**config.mk**
```make
export PLATFORM = sky130hd
export DESIGN_NAME = fetch_unit
export DESIGN_NICKNAME = d
export VERILOG_FILES = /design/src/rtl/fetch_pkg.sv /design/src/rtl/fetch_skid_fifo.sv /design/src/rtl/fetch_unit.sv
export SDC_FILE = /design/constraint.sdc
export NUM_CORES = 1
export LEC_CHECK = 0
export BUFFER_PORTS_ARGS = -buffer_cell sky130_fd_sc_hd__buf_2
export CORE_MARGIN = 2
export CORE_UTILIZATION = 55
export DETAILED_ROUTE_END_ITERATION = 10
export PLACE_DENSITY_LB_ADDON = 0.08
export SYNTH_ARGS = -nofsm -noshare
export SYNTH_HDL_FRONTEND = slang
export SYNTH_SLANG_ARGS = --single-unit
```
**constraint.sdc**
```tcl
create_clock -name clk -period 10 [get_ports clk]
set_input_delay 2 -clock clk [delete_from_list [all_inputs] [get_ports clk]]
set_output_delay 2 -clock clk [all_outputs]
set_load 0.03 [all_outputs]
```
**src/rtl/fetch_pkg.sv**
```systemverilog
// Shared types and constants for the instruction fetch stage.
package fetch_pkg;

    // Entry fields are fixed at 32 bits; the fetch_unit parameters
    // ADDR_WIDTH and DATA_WIDTH are expected to stay at their default of 32.
    localparam int ENTRY_ADDR_W     = 32;
    localparam int ENTRY_DATA_W     = 32;
    localparam int FETCH_FIFO_DEPTH = 2;

    // addi x0, x0, 0 -- substituted for the data of any faulting fetch.
    localparam logic [ENTRY_DATA_W-1:0] NOP_INST = 32'h0000_0013;

    // One fetched instruction as handed to decode.
    typedef struct packed {
        logic [ENTRY_DATA_W-1:0] data;
        logic [ENTRY_ADDR_W-1:0] pc;
        logic                    fault;
    } fetch_entry_t;

endpackage

```
**src/rtl/fetch_skid_fifo.sv**
```systemverilog
// Two-entry buffer between the RAM response and decode.
// A flush empties it at the end of the cycle and overrides any push or pop.
module fetch_skid_fifo
    import fetch_pkg::*;
(
    input  logic         clk,
    input  logic         rst,
    input  logic         flush,
    input  logic         push,
    input  fetch_entry_t push_entry,
    input  logic         pop,
    output fetch_entry_t head,
    output logic [1:0]   count
);

    fetch_entry_t mem_q [FETCH_FIFO_DEPTH];
    logic         rd_ptr_q;
    logic         wr_ptr_q;
    logic [1:0]   count_q;

    // Pointer and occupancy tracking; reset and flush both empty the buffer.
    always_ff @(posedge clk) begin
        if (rst || flush) begin
            rd_ptr_q <= 1'b0;
            wr_ptr_q <= 1'b0;
            count_q  <= 2'd0;
        end else begin
            if (push) begin
                wr_ptr_q <= ~wr_ptr_q;
            end
            if (pop) begin
                rd_ptr_q <= ~rd_ptr_q;
            end
            count_q <= count_q + {1'b0, push} - {1'b0, pop};
        end
    end

    // Entry storage; contents are don't-care while the slot is empty.
    always_ff @(posedge clk) begin
        if (push && !rst && !flush) begin
            mem_q[wr_ptr_q] <= push_entry;
        end
    end

    // The credit scheme upstream guarantees a full buffer never sees a push.
    always_ff @(posedge clk) begin
        if (!rst && !flush) begin
            assert (!(push && count_q == 2'(FETCH_FIFO_DEPTH)));
        end
    end

    assign head  = mem_q[rd_ptr_q];
    assign count = count_q;

endmodule

```
**src/rtl/fetch_unit.sv**
```systemverilog
// Instruction fetch stage: owns the PC, drives the program RAM address,
// buffers the registered RAM response and presents it to decode.
//
// Handshake: inst_valid/inst_ready. An instruction transfers in any cycle
// where both are high; while inst_valid is high and inst_ready is low the
// inst_data/inst_pc/inst_fault outputs hold, and inst_valid never drops
// except on a redirect or reset.
module fetch_unit
    import fetch_pkg::*;
#(
    parameter int                    ADDR_WIDTH = 32,
    parameter int                    DATA_WIDTH = 32,
    parameter logic [ADDR_WIDTH-1:0] RESET_PC   = 32'h0000_0000,
    parameter int                    MEM_WORDS  = 750
) (
    input  logic                  clk,
    input  logic                  RESET,
    output logic [ADDR_WIDTH-1:0] mem_addr,
    input  logic [DATA_WIDTH-1:0] mem_rdata,
    input  logic                  redirect_valid,
    input  logic [ADDR_WIDTH-1:0] redirect_pc,
    output logic                  inst_valid,
    input  logic                  inst_ready,
    output logic [DATA_WIDTH-1:0] inst_data,
    output logic [ADDR_WIDTH-1:0] inst_pc,
    output logic                  inst_fault
);

    localparam logic [ADDR_WIDTH-1:0] MEM_LIMIT = ADDR_WIDTH'(MEM_WORDS * 4);

    logic [ADDR_WIDTH-1:0] pc_q;
    logic [ADDR_WIDTH-1:0] req_pc_q;
    logic                  inflight_q;

    logic [1:0]   count;
    fetch_entry_t head;
    fetch_entry_t push_entry;
    logic         valid;
    logic         pop;
    logic         push;
    logic         issue;
    logic         req_fault;
    logic [2:0]   occupancy;

    assign valid = (count != 2'd0);
    assign pop   = valid & inst_ready;

    // A redirect takes effect on the address in the same cycle.
    assign mem_addr = RESET          ? RESET_PC :
                      redirect_valid ? redirect_pc : pc_q;

    // Credits in use after this cycle: buffered plus in flight minus the one
    // leaving. A redirect flushes everything, so all credits become free.
    always_comb begin
        occupancy = 3'd0;
        if (!redirect_valid) begin
            occupancy = {1'b0, count} + {2'b0, inflight_q} - {2'b0, pop};
        end
    end

    assign issue = !RESET && (occupancy < 3'(FETCH_FIFO_DEPTH));

    // The response for a request issued last cycle is dropped if a redirect
    // arrives with it.
    assign push = inflight_q && !redirect_valid && !RESET;

    assign req_fault = (req_pc_q[1:0] != 2'b00) || (req_pc_q >= MEM_LIMIT);

    // Build the entry for the returning response; faults carry a NOP.
    always_comb begin
        push_entry       = '0;
        push_entry.data  = req_fault ? NOP_INST : mem_rdata;
        push_entry.pc    = req_pc_q;
        push_entry.fault = req_fault;
    end

    // PC and outstanding-request tracking.
    always_ff @(posedge clk) begin
        if (RESET) begin
            pc_q       <= RESET_PC;
            req_pc_q   <= RESET_PC;
            inflight_q <= 1'b0;
        end else begin
            inflight_q <= issue;
            if (issue) begin
                req_pc_q <= mem_addr;
                pc_q     <= mem_addr + ADDR_WIDTH'(4);
            end
        end
    end

    fetch_skid_fifo u_fifo (
        .clk        (clk),
        .rst        (RESET),
        .flush      (redirect_valid),
        .push       (push),
        .push_entry (push_entry),
        .pop        (pop),
        .head       (head),
        .count      (count)
    );

    assign inst_valid = valid;
    assign inst_data  = valid ? head.data  : '0;
    assign inst_pc    = valid ? head.pc    : '0;
    assign inst_fault = valid ? head.fault : 1'b0;

endmodule

```
==> reports/metrics.yaml <==
grt_pass1_wl_mm: 31.6
gp_congestion: 0.935
cp_top_family: "buffers and inverters"
cts-resized-gates: 0
cts_tree: "built"
post_cts_buffers: 0
crit_type: "in -> out"
worstPathCellList: "buf_2 > buf_4 > inv_1 > nand2_1 > inv_1 > buf_2"
cts_hold_buf: 0
core_mm2: 0.0158
min_from: "req_pc_q[28]"
clkSlewWorstSetupHoldPaths_ps: 60
drc: 0
fin_crit_ps: 5670
dp_hpwl_mm: 13.2
skew_ps: 10.8
ios: 166
p_per_area_mw_per_mm2: 170
grtUsageTotal: 0.230
post_dp_cell_area_mm2: 0.00988
maxSlewHeadroom: 0.245
totalWireLength_mm: 20.0
die_area_mm2: 0.0172
ir_worst_vdd_uv: 121
ys_types: 55
drive_above_1_share: 0.232
num_vias: 6435
crit_slowest_cell: "buf_4"
die_width_um: 131
cts.sinks: 198
grt_start_max_net_pins: 83
ctsHtreeMaxLevel: 4
worstMarginPinSlew_ps: 1130
synthArstFlopShare: 0
diodes: 0
slew_viol_final: 0
yosysWarnings: 0
post_drt_wl_per_cell_um: 17.6
timing.rr.start: "u_fifo.count[0]"
synth.net_count: 837
hold_violations: 0
fp.dieH_um: 131
nets: 979
worstHoldPathType: "reg -> reg"
syn_inst: 764
cp.arrival_ps: 3670
setup_tns_ps: 0
synth_edf_count: 130
required_ps: 8000
setup_viol: 0
cts_root_buffer: "clkbuf_16"
grt_setup_unrepaired: "no"
drtAntennaViolNets: 0
cts_buffers: 17
clk_latency_ps: 430
port_buffers: 165
antenna_found_initial: 0
timing.final.crit_share: 0.567
firstDrtPassIters: 5
syn_avg_cell_area_um2: 11.6
syn_area_mm2: 0.00890
max_stage_delay_ps: 630
first_iter_violations: 490
critPathBufInv: 5
ys_seq_elements: 198
synth_ff_type: "edfxtp_1"
cts_max_path_buffers: 2
cp-start-kind: "input port"
fmax_mhz: 176
placementRows: 46
end_kind: "output pin"
crit_start: "RESET"
final_area_mm2: 0.0105
overflow: 0
via_per_inst: 5.67
initial_core_util: 0.562
critPathMaxFanout: 82
fin_total_pwr_uw: 1780
drv_cap: 0
ys_seq_area_frac: 0.592
p_leak_uw: 0.00402
area_delta_synth_final_pct: 17.6
grt_pass1_vias: 6141
outcome: "finished, final reports clean"
cell type report:
type                       instances  area [um^2]
fill                            1255         5360
sequential                       198         5270
multi-input combinational        506         3420
timing repair buffer             173          886
clock buffer                      22          507
tap                              216          270
clock inverter                    10         81.3
inverter                          10         37.5
worst register-to-register path: cells and delay by family, from the launching register on:
kind | cells | cell delay [ps]
buf+inv | 2 | 1130
simple gates | 5 | 780
fa+ha+maj | 2 | 720
compound gates | 1 | 540
xor+xnor | 1 | 380
mux | 1 | 370
flops | 1 | 350
per-layer routing:
layer  vias up  global-route usage  share of wire
met2       239               0.376           0.47
met5         -                   0              0
met1      3069               0.318           0.46
met3        17              0.0397          0.061
li1       3110                   -              -
met4         0              0.0688         0.0089
through the flow:
stage,util,worst slack [ps],cells,hold WS (ps)
final,0.661,4330,1135,474
after global routing,0.661,4210,1135,497
after CTS,0.661,4420,1135,473
after detailed placement,0.624,4420,1103,462
after global placement,0.624,4450,1103,441
after floorplan,-,3530,764,426
logic make-up after synthesis:
group | after synthesis | synth area share
simple gates | 287 | 0.157
flops | 198 | 0.592
mux | 101 | 0.114
compound gates | 97 | 0.0856
buf+inv | 60 | 0.0280
xor+xnor | 16 | 0.0157
fa+ha+maj | 5 | 0.00788
layout by cell type (no fill, tap or decap), drive strengths merged, types with 3 or more instances in the layout:
master / instances
nand2b: 4
a22o: 27
xnor2: 6
dfxtp: 68
a21o: 5
nor4: 10
buf: 173
a21oi: 8
nand3: 23
or4: 6
nor2: 131
nor2b: 4
and2: 31
inv: 16
mux2i: 99
xor2: 10
nand2: 31
ha: 4
o21ai: 8
a31oi: 4
a311oi: 5
nor3: 9
a211oi: 17
nand4: 11
clkinv: 3
or3: 4
edfxtp: 130
nand3b: 13
clkbuf: 22
o211a: 3
synthesized netlist by cell type (3+ instances only):
library cell,count,area (um^2)
and2_1,31,194
o21ai_0,5,25.0
nor2b_1,4,25.0
ha_1,4,50.1
mux2i_1,99,991
edfxtp_1,130,3900
inv_1,10,37.5
nor4_1,10,62.6
a31oi_1,4,25.0
or4_1,6,45.0
xnor2_1,6,52.6
nand2b_1,4,25.0
a22o_1,27,236
nand4_1,11,68.8
o211a_1,3,30.0
o21ai_1,3,15.0
nand2_1,31,116
nand3b_1,13,97.6
xor2_1,10,87.6
dfxtp_1,68,1360
a211oi_1,17,128
clkbuf_1,34,128
nand3_1,23,115
a21o_1,5,37.5
buf_1,7,26.3
nor3_1,9,45.0
nor2_1,131,492
buf_2,7,35.0
or3_1,4,25.0
a311oi_1,5,43.8
a21oi_1,8,40.0
power by group:
| group | internal, uW | leakage, uW | switching (uW) |
|---|---|---|---|
| clock | 367 | 0.000288 | 301 |
| sequential | 904 | 0.00175 | 27.6 |
| combinational | 63.2 | 0.00198 | 115 |
| total | 1330 | 0.00402 | 443 |
flip-flops by register name, indices dropped and copies added, names as in the netlist, named ones only:
name	flops
u_fifo.count	2
inflight_q	1
req_pc_q	30
u_fifo.wr_ptr_q	1
u_fifo.rd_ptr_q	1
u_fifo.mem_q	130
pc_q	32
path summary, 6_finish.rpt:
| kind | endpoint | cells after the start | slack [ps] |
|---|---|---|---|
| min reg2reg | req_pc_q[28] | 2 | 470 |
| max reg2reg | pc_q[31] | 12 | 5630 |
| max | mem_addr[24] | 6 | 4330 |
| min | req_pc_q[28] | 2 | 470 |
(Power assumes the default switching activity.)
